<file path="config.mk">
export PLATFORM = sky130hd
export DESIGN_NAME = sync_fifo_fwft_flat
export DESIGN_NICKNAME = d
export VERILOG_FILES = /design/src/rtl/sync_fifo_fwft_if.sv /design/src/rtl/sync_fifo_fwft.sv /design/src/flat_wrapper.sv
export SDC_FILE = /design/constraint.sdc
export NUM_CORES = 1
export LEC_CHECK = 0
export ABC_AREA = 1
export CAP_MARGIN = 40
export CORE_MARGIN = 2
export CORE_UTILIZATION = 50
export DETAILED_ROUTE_END_ITERATION = 7
export PLACE_DENSITY_LB_ADDON = 0.2
export SYNTH_ARGS = -nofsm -noshare
export SYNTH_HDL_FRONTEND = slang
export SYNTH_SLANG_ARGS = --single-unit
</file>
<file path="constraint.sdc">
create_clock -name clk -period 6 [get_ports clk]
set_clock_uncertainty 0.1 [all_clocks]
set_input_delay 1.5 -clock clk [delete_from_list [all_inputs] [get_ports clk]]
set_output_delay 1.5 -clock clk [all_outputs]
set_load 0.02 [all_outputs]
</file>
<file path="src/rtl/sync_fifo_fwft_if.sv">
// Handshake bundle between a same-clock producer/consumer pair and sync_fifo_fwft.
// The FIFO uses the slave view; the environment driving writes and reads uses the master view.
interface sync_fifo_fwft_if #(
    parameter int DATA_WIDTH = 8,
    parameter int CNT_WIDTH  = 5
);
    logic                  wr_en;
    logic [DATA_WIDTH-1:0] wr_data;
    logic                  rd_en;
    logic [DATA_WIDTH-1:0] rd_data;
    logic                  rd_valid;
    logic                  full;
    logic                  empty;
    logic                  afull;
    logic                  aempty;
    logic [CNT_WIDTH-1:0]  data_cnt;
    logic                  overflow;
    logic                  underflow;

    modport master (
        output wr_en, wr_data, rd_en,
        input  rd_data, rd_valid, full, empty, afull, aempty, data_cnt, overflow, underflow
    );

    modport slave (
        input  wr_en, wr_data, rd_en,
        output rd_data, rd_valid, full, empty, afull, aempty, data_cnt, overflow, underflow
    );
endinterface

</file>
<file path="src/rtl/sync_fifo_fwft.sv">
// Single-clock FIFO with selectable standard or first-word-fall-through read,
// exact occupancy count, almost-full/almost-empty thresholds and sticky error flags.
module sync_fifo_fwft #(
    parameter int DATA_WIDTH  = 8,
    parameter int FIFO_DEPTH  = 16,
    parameter int FIFO_AFULL  = FIFO_DEPTH - 2,
    parameter int FIFO_AEMPTY = 2,
    parameter int FWFT_MODE   = 0
) (
    input  logic             clk,
    input  logic             rst,
    sync_fifo_fwft_if.slave  fifo_if
);
    localparam int ADDR_WIDTH = $clog2(FIFO_DEPTH);
    localparam int CNT_WIDTH  = ADDR_WIDTH + 1;
    localparam logic [ADDR_WIDTH:0]  PTR_ONE = 1;
    localparam logic [CNT_WIDTH-1:0] CNT_ONE = 1;

    logic [DATA_WIDTH-1:0] mem_q [FIFO_DEPTH];

    logic [ADDR_WIDTH:0]   wr_ptr_q, wr_ptr_d;
    logic [ADDR_WIDTH:0]   rd_ptr_q, rd_ptr_d, rd_ptr_nxt;
    logic [CNT_WIDTH-1:0]  cnt_q, cnt_d;
    logic [DATA_WIDTH-1:0] rd_data_q, rd_data_d;
    logic                  rd_valid_q, rd_valid_d;
    logic                  full_q, empty_q, afull_q, aempty_q;
    logic                  overflow_q, underflow_q;
    logic                  wr_acc, rd_acc, head_from_wr;

    assign wr_acc     = fifo_if.wr_en & ~full_q;
    assign rd_acc     = fifo_if.rd_en & ~empty_q;
    assign rd_ptr_nxt = rd_ptr_q + PTR_ONE;

    // In FWFT mode the incoming word becomes the head when nothing else is left to present.
    assign head_from_wr = wr_acc && ((cnt_q == '0) || (rd_acc && (cnt_q == CNT_ONE)));

    always_comb begin
        wr_ptr_d = wr_acc ? wr_ptr_q + PTR_ONE : wr_ptr_q;
        rd_ptr_d = rd_acc ? rd_ptr_nxt : rd_ptr_q;

        case ({wr_acc, rd_acc})
            2'b10:   cnt_d = cnt_q + CNT_ONE;
            2'b01:   cnt_d = cnt_q - CNT_ONE;
            default: cnt_d = cnt_q;
        endcase

        rd_data_d  = rd_data_q;
        rd_valid_d = 1'b0;
        if (FWFT_MODE != 0) begin
            rd_valid_d = (cnt_d != '0);
            if (head_from_wr)
                rd_data_d = fifo_if.wr_data;
            else if (rd_acc && (cnt_d != '0))
                rd_data_d = mem_q[rd_ptr_nxt[ADDR_WIDTH-1:0]];
        end else begin
            rd_valid_d = rd_acc;
            if (rd_acc)
                rd_data_d = mem_q[rd_ptr_q[ADDR_WIDTH-1:0]];
        end
    end

    always_ff @(posedge clk) begin
        if (!rst && wr_acc)
            mem_q[wr_ptr_q[ADDR_WIDTH-1:0]] <= fifo_if.wr_data;
    end

    always_ff @(posedge clk) begin
        if (rst) begin
            wr_ptr_q    <= '0;
            rd_ptr_q    <= '0;
            cnt_q       <= '0;
            rd_data_q   <= '0;
            rd_valid_q  <= 1'b0;
            full_q      <= 1'b0;
            empty_q     <= 1'b1;
            afull_q     <= 1'b0;
            aempty_q    <= 1'b1;
            overflow_q  <= 1'b0;
            underflow_q <= 1'b0;
        end else begin
            wr_ptr_q    <= wr_ptr_d;
            rd_ptr_q    <= rd_ptr_d;
            cnt_q       <= cnt_d;
            rd_data_q   <= rd_data_d;
            rd_valid_q  <= rd_valid_d;
            full_q      <= (cnt_d == CNT_WIDTH'(FIFO_DEPTH));
            empty_q     <= (cnt_d == '0);
            afull_q     <= (cnt_d >= CNT_WIDTH'(FIFO_AFULL));
            aempty_q    <= (cnt_d <= CNT_WIDTH'(FIFO_AEMPTY));
            overflow_q  <= overflow_q  | (fifo_if.wr_en & full_q);
            underflow_q <= underflow_q | (fifo_if.rd_en & empty_q);
        end
    end

    assign fifo_if.rd_data   = rd_data_q;
    assign fifo_if.rd_valid  = rd_valid_q;
    assign fifo_if.full      = full_q;
    assign fifo_if.empty     = empty_q;
    assign fifo_if.afull     = afull_q;
    assign fifo_if.aempty    = aempty_q;
    assign fifo_if.data_cnt  = cnt_q;
    assign fifo_if.overflow  = overflow_q;
    assign fifo_if.underflow = underflow_q;
endmodule
</file>
<file path="src/flat_wrapper.sv">
// flat-port wrapper written by rule: the top's interface ports become plain ports
module sync_fifo_fwft_flat 
#(
    parameter int DATA_WIDTH  = 8,
    parameter int FIFO_DEPTH  = 16,
    parameter int FIFO_AFULL  = FIFO_DEPTH - 2,
    parameter int FIFO_AEMPTY = 2,
    parameter int FWFT_MODE   = 0
)
  (clk, rst, fifo_if_wr_en, fifo_if_wr_data, fifo_if_rd_en, fifo_if_rd_data, fifo_if_rd_valid, fifo_if_full, fifo_if_empty, fifo_if_afull, fifo_if_aempty, fifo_if_data_cnt, fifo_if_overflow, fifo_if_underflow);
  sync_fifo_fwft_if #(.DATA_WIDTH(DATA_WIDTH)) fifo_if_i ();
  input  logic clk;
  input  logic rst;
  input wire logic [$bits(fifo_if_i.wr_en)-1:0] fifo_if_wr_en;
  input wire logic [$bits(fifo_if_i.wr_data)-1:0] fifo_if_wr_data;
  input wire logic [$bits(fifo_if_i.rd_en)-1:0] fifo_if_rd_en;
  output wire logic [$bits(fifo_if_i.rd_data)-1:0] fifo_if_rd_data;
  output wire logic [$bits(fifo_if_i.rd_valid)-1:0] fifo_if_rd_valid;
  output wire logic [$bits(fifo_if_i.full)-1:0] fifo_if_full;
  output wire logic [$bits(fifo_if_i.empty)-1:0] fifo_if_empty;
  output wire logic [$bits(fifo_if_i.afull)-1:0] fifo_if_afull;
  output wire logic [$bits(fifo_if_i.aempty)-1:0] fifo_if_aempty;
  output wire logic [$bits(fifo_if_i.data_cnt)-1:0] fifo_if_data_cnt;
  output wire logic [$bits(fifo_if_i.overflow)-1:0] fifo_if_overflow;
  output wire logic [$bits(fifo_if_i.underflow)-1:0] fifo_if_underflow;
  assign fifo_if_i.wr_en = fifo_if_wr_en;
  assign fifo_if_i.wr_data = fifo_if_wr_data;
  assign fifo_if_i.rd_en = fifo_if_rd_en;
  assign fifo_if_rd_data = fifo_if_i.rd_data;
  assign fifo_if_rd_valid = fifo_if_i.rd_valid;
  assign fifo_if_full = fifo_if_i.full;
  assign fifo_if_empty = fifo_if_i.empty;
  assign fifo_if_afull = fifo_if_i.afull;
  assign fifo_if_aempty = fifo_if_i.aempty;
  assign fifo_if_data_cnt = fifo_if_i.data_cnt;
  assign fifo_if_overflow = fifo_if_i.overflow;
  assign fifo_if_underflow = fifo_if_i.underflow;
  sync_fifo_fwft #(.DATA_WIDTH(DATA_WIDTH), .FIFO_DEPTH(FIFO_DEPTH), .FIFO_AFULL(FIFO_AFULL), .FIFO_AEMPTY(FIFO_AEMPTY), .FWFT_MODE(FWFT_MODE)) u_core (.clk(clk), .rst(rst), .fifo_if(fifo_if_i));
endmodule
</file>
==> results of run 1 <==
==> power by group <==
group          internal, uW  switching, uW
sequential             1210           23.0
combinational           154            286
clock                   642            390
total                  2000            699
==> cell usage after synthesis, drive strengths merged, types with 3 or more instances <==
master and n:
o211ai 7, o221ai 7, nor3 11, o31ai 7
clkbuf 12, edfxtp 128, nand4 3, o21ai 47
dfxtp 28, a21oi 24, ha 8, nand3 43
buf 18, inv 40, nand2 112, nor2 93
==> final timing paths <==
check / slack (ns) / cells after the start / end
setup reg to reg: 3.30 / 9 / u_core.fifo_if.rd_data[0]
hold reg to reg: 0.38 / 2 / u_core.fifo_if.underflow
hold / removal: 0.38 / 2 / u_core.fifo_if.underflow
setup / recovery: 2.34 / 18 / u_core.fifo_if.aempty
==> layout make-up <==
type / count / area [sq um] / share of cell area [%]
Clock buffer: 20 / 437 / 5.82
Tap cell: 172 / 215 / 2.87
Sequential cell: 156 / 4410 / 58.8
Timing Repair Buffer: 45 / 438 / 5.84
Multi-Input combinational cell: 367 / 1730 / 23.0
Clock inverter: 11 / 126 / 1.69
Inverter: 40 / 150 / 2.00
==> worst max-delay path, stage by stage <==
cell and delay [ns]:
clkdlybuf4s50_1 0.49, inv_1 0.05, nor2_1 0.08, buf_4 0.27
ha_1 0.32, nor2_1 0.10, nor2_2 0.13, ha_1 0.14
inv_1 0.04, nand2_1 0.09, nand2_1 0.08, o21ai_1 0.17
nand3_1 0.09, nand2_1 0.07, nand2_1 0.07, nand2_2 0.09
nand2_1 0.06, nor2_1 0.08
==> layout by cell type, fill, tap and decap left out, types with 5 or more instances in the layout <==
cell type,count
a21oi_1,24
clkinv_2,5
nor2_1,92
ha_1,8
inv_1,38
o21ai_0,45
o221ai_1,7
nand3_1,42
o31ai_1,7
buf_4,8
nand2_1,111
clkbuf_16,17
dfxtp_1,27
nor3_1,11
o211ai_1,7
edfxtp_1,128
clkdlybuf4s50_1,31
==> metal layers <==
layer,wire (um),part of all wire (%),GRT usage [%],up-vias
li1,-,-,-,2121
met1,6200,43,30.3,2187
met2,7060,49,35.6,169
met3,865,6.0,4.36,22
met4,328,2.3,9.26,0
met5,0,0,0,-
==> sequential cells by signal (all words and copies together) (netlist names) <==
signal and count:
u_core.mem_q 128, u_core.fifo_if.rd_data 8, u_core.fifo_if.data_cnt 5, u_core.rd_ptr_q 4, u_core.wr_ptr_q 4, u_core.fifo_if.aempty 1
u_core.fifo_if.afull 1, u_core.fifo_if.empty 1, u_core.fifo_if.full 1, u_core.fifo_if.overflow 1, u_core.fifo_if.rd_valid 1, u_core.fifo_if.underflow 1
==> cell families after synthesis <==
logic type                 count (synthesis)
and+or+nand+nor                          263
xor gates and xnor gates                   1
DFF                                      156
adders and majority gates                  8
AOI/OAI and AO/OA                         95
buffers and inverters                     70
==> metrics by stage <==
step / setup WS, ns / util [%] / hold WS [ns] / cell area (sq um) / power (uW)
after floorplan: 2.54 / - / 0.391 / 6440 / 1540
after global placement: 2.04 / 54.4 / 0.350 / 6870 / 1670
after detailed placement: 1.93 / 55.0 / 0.365 / 6940 / 1690
after CTS: 2.37 / 59.4 / 0.384 / 7500 / 2720
after global routing: 2.04 / 59.4 / 0.393 / 7500 / 2810
final: 2.34 / 59.4 / 0.379 / 7500 / 2700
==> summary.txt, run 1 <==
Synth
  – Net count of the mapped netlist: 613
  – Top cell type by total area after synthesis: edfxtp_1
  – Synth Area per Inst: 10.9 sq um
  – Share of the synthesized netlist area taken by xor and xnor gates: 0.136%
  – Netlist Area Pre-Place: approximately 0.0064 sq mm
  – Largest cells by area after synthesis: edfxtp_1, dfxtp_1, nand2_1
  – Post-synthesis instance total: 593
  – Main flop type after synthesis: edfxtp_1
  – Fraction of the mapped netlist area in simple logic gates: between 15 and 20%
  – Adder and majority cell fraction of the synthesized area: 1.55%
  – Async set or reset register ratio after synthesis: 0%
  – Synth top area share: 59.6%
  – Synth unique cells: 29
  – Post-synthesis mux area share: 0%
  – Main combinational cell family by area after synthesis: simple AND/OR/NAND/NOR gates
  – #FFs+latches synth: ~160
  – Share of the yosys chip area belonging to registers: 68.3%
  – Share of the synthesized area in compound gates (AO/OA/AOI/OAI): 8.43%
  – EDFF count, synth: roughly 130
  – Number of warning messages in the yosys log: 0

Finish
  – Final-stage net count: 647
  – N_diodes: 0
  – Layout Cells excl Fill: 811
  – Growth of design area from synthesis to finish: 16.3%
  – Share of final-layout standard cells stronger than drive strength 1: 7.04%
  – Layout fillers: approximately 1100

STA
  – Final hold violations: 0
  – Final cycle utilization of the critical path: 61.0%
  – Max-slew headroom: roughly 41%
  – Fin. max-slew vios: 0
  – Setup_tns: 0 ns
  – Time the final worst path needs with I/O delays and setup: 3.66 ns
  – Worst Tran Pin Value: 0.878 ns
  – Unrepaired setup endpoints after global routing: false
  – Final Setup Violations: 0
  – Top achievable clock speed: 273 MHz

Clocking
  – Clock slew seen by the registers of the worst setup and hold paths: approximately 0.06 ns
  – # resized after CTS: 0
  – Total number of H-tree levels: 4
  – Clock latency on the worst-skew pair: 0.42 ns
  – Post-CTS setup buffer count: 0
  – Clock root buffer: clkbuf_16
  – Clock buffer count from CTS: 17
  – CTS sink count: ~160
  – Maximum count of clock buffers along a single path: 2
  – TritonCTS clock tree: built
  – # hold bufs at CTS: 0

GRT
  – Total routing usage reported by global routing: 22.4%
  – Global-route congestion overflow total: 0
  – Maximum number of pins on one net before global-route repair: 69
  – Wire length of the first global-routing pass: approximately 24000 um
  – Antenna violations before repair: 0
  – Via count of the first global-routing pass: ~4300

Worst setup path
  – Max FO, Critical Path: 22
  – Required time reported for the critical path endpoint: 6.26 ns
  – Launch point of the worst reg-to-reg path: u_core.rd_ptr_q[0]
  – Worst Setup Start Kind: input port
  – Nature of the critical path endpoint: flop
  – Launch point of the critical path: fifo_if_rd_en
  – Type of the worst setup path: in2reg
  – Signal arrival time at the worst endpoint: 3.92 ns

Routing
  – Total routed wirelength: about 14000 um
  – Number of vias per cell after detailed routing: between 5 and 6
  – Total via count in the routed design: 4499
  – Number of remaining DRC errors: 0
  – Average wire per cell in the routed design: 17.8 um
  – First-pass iteration count of the detailed router: 5
  – Violation count after the first detailed-route iteration: 545
  – Number of nets still failing antenna checks after routing: 0

Floorplan
  – Row cnt: 41
  – Die ar.: 0.0138 sq mm
  – Die boundary height: 118 um
  – Ports placed on the boundary: 32
  – Placeable core area: 0.0126 sq mm
  – Die W: roughly 120 um
  – Starting density of the core: between 50% and 60%

Placed design
  – Number of instances in the placed design: 780
  – Global placement routability congestion: about 0.81
  – Count of port buffers added during placement: 31
  – Detailed Place HPWL: 9010 um

Power and ir drop
  – Power Dens Cells: ~360 mW/mm^2
  – Leakage power total: between 0.002 and 0.003 uW
  – IR drop worst, VDD: between 150 and 200 uV

Min path
  – Worst hold start: u_core.fifo_if.underflow
  – Worst min-delay path class: reg2reg

Flow run
  – Max-cap check violation count: 0

Outcome
  – Run status: complete, no violations
Note: power is estimated with default switching activity, not from simulation.
==> inputs of run 2 (changes only) <==
- clock period: 6 -> 3.65 ns (I/O delays scaled with it)
==> run 2 against run 1 <==
Core utilization grew 1.8 points. Clock-buffer cell count down 2. Non-clock buffer count rose by 9. Final cell count grew 1.2%. Worst hold slack improved by 0.0057 ns. Setup slack worse by 1.6 ns. Critical path type unchanged. Critical endpoint is now u_core.fifo_if.empty. Largest power group is now the clock network.
==> summary.txt, run 2 (synthesis results as in run 1) <==
Outcome
  – Run status: complete, no violations

STA
  – Setup_tns: 0 ns
  – Final cycle utilization of the critical path: 80.6%
  – Final hold violations: 0
  – Unrepaired setup endpoints after global routing: false
  – Time the final worst path needs with I/O delays and setup: between 2 and 3 ns
  – Worst Tran Pin Value: 0.843 ns
  – Max-slew headroom: between 40% and 50%
  – Final Setup Violations: 0
  – Fin. max-slew vios: 0
  – Final WS setup: 0.708 ns
  – Top achievable clock speed: 340 MHz

Clocking
  – # hold bufs at CTS: 0
  – Total number of H-tree levels: 4
  – Clock root buffer: clkbuf_16
  – Clock latency on the worst-skew pair: ~0.42 ns
  – Clock buffer count from CTS: 17
  – Maximum count of clock buffers along a single path: 2
  – CTS sink count: ~160
  – Clock slew seen by the registers of the worst setup and hold paths: 0.06 ns
  – # resized after CTS: 0
  – Post-CTS setup buffer count: 0
  – TritonCTS clock tree: built

Floorplan
  – Die boundary height: 118 um
  – Die W: 118 um
  – Die ar.: 0.0138 sq mm
  – Starting density of the core: 51.1%
  – Ports placed on the boundary: 32
  – Row cnt: 41
  – Placeable core area: 0.0126 sq mm

GRT
  – Via count of the first global-routing pass: 4372
  – Maximum number of pins on one net before global-route repair: 68
  – Antenna violations before repair: 0
  – Total routing usage reported by global routing: 21.9%
  – Wire length of the first global-routing pass: 22900 um
  – Global-route congestion overflow total: 0

Worst setup path
  – Nature of the critical path endpoint: flop
  – Worst Setup Start Kind: input port
  – Signal arrival time at the worst endpoint: 3.15 ns
  – Type of the worst setup path: in2reg
  – Max FO, Critical Path: 6
  – Required time reported for the critical path endpoint: 3.86 ns

Flow run
  – Max-cap check violation count: 0

Placed design
  – Detailed Place HPWL: 8820 um
  – Global placement routability congestion: slightly above 0.8
  – Count of port buffers added during placement: 31
  – DP Worst Slack: about 0.31 ns

Finish
  – Number of flip-flops under the largest register name: 128
  – N_diodes: 0
  – Most frequent cells in the layout: edfxtp_1, nand2_1, nor2_1
  – Share of final-layout standard cells stronger than drive strength 1: 8.94%
  – Most common cell after layout, fill and taps aside: edfxtp_1
  – Final-stage net count: between 600 and 700
  – Growth of design area from synthesis to finish: 19.9%

Routing
  – Number of vias per cell after detailed routing: 5.48
  – First-pass iteration count of the detailed router: 8
  – Violation count after the first detailed-route iteration: about 500
  – Average wire per cell in the routed design: approximately 17 um
  – Number of nets still failing antenna checks after routing: 0
  – Number of remaining DRC errors: 0
  – Total routed wirelength: 14300 um
  – Total via count in the routed design: 4500

Power and ir drop
  – Leakage power total: 0.00288 uW
  – IR drop worst, VDD: 346 uV
  – Power Dens Cells: between 600 and 700 mW/mm^2
  – Total Power Consumption: 4900 uW

Min path
  – Worst min-delay path class: reg2reg
-- run 2: changes by cell type in the layout (fill, tap and decap cells not counted), moves of 2 or more --
cell	change
buf_4	+14
bufinv_16	+6
buf_2	-4
clkinv_2	-3
clkbuf_1	-2
-- run 2: final cells by class --
class,instances,area [sq um]
Timing Repair Buffer,54,503
Tap cell,172,215
Clock buffer,18,429
Clock inverter,14,295
Inverter,40,150
Sequential cell,156,4410
Fill cell,1017,4890
Multi-Input combinational cell,367,1730
-- run 2: path summary, 6_finish.rpt --
path	start	endpoint	slack, ns	cells after the start
max	fifo_if_wr_en	u_core.fifo_if.empty	0.71	13
min	u_core.fifo_if.underflow	u_core.fifo_if.underflow	0.38	2
max reg2reg	u_core.fifo_if.full	u_core.fifo_if.empty	1.33	11
min reg2reg	u_core.fifo_if.underflow	u_core.fifo_if.underflow	0.38	2
-- run 2: power breakdown --
part / internal, uW / switching [uW] / total [uW] / leakage (uW)
logic: 253 / 465 / 719 / 0.00114
registers: 1990 / 38.9 / 2020 / 0.00138
clock network: 1480 / 674 / 2160 / 0.000349
-- run 2: worst max-delay path, cell delays in order --
cell	delay, ns
clkdlybuf4s50_1	0.47
inv_1	0.04
nor2_1	0.14
inv_1	0.13
ha_1	0.28
nor2_1	0.16
nor2_2	0.06
ha_1	0.26
inv_1	0.03
o21ai_0	0.35
nor2_1	0.10
nand4_1	0.13
o21bai_1	0.07
-- run 2: metrics by stage --
stage	hold WS, ns	utilization, %	cells	instance area (sq um)
3_5_place_dp	0.360	55.5	789	7000
5_1_grt	0.413	61.2	821	7720
6_report	0.384	61.2	821	7720
4_1_cts	0.380	61.2	821	7720
2_1_floorplan	0.391	-	593	6440
3_3_place_gp	0.352	55.3	788	6970
-- run 2: layer usage --
metal | global-route usage (%) | share of wire [%] | vias to the layer above
met5 | 0 | 0 | -
met4 | 9.19 | 2.3 | 0
met3 | 5.33 | 5.2 | 23
met2 | 35.5 | 50 | 154
met1 | 28.5 | 42 | 2185
li1 | - | - | 2138
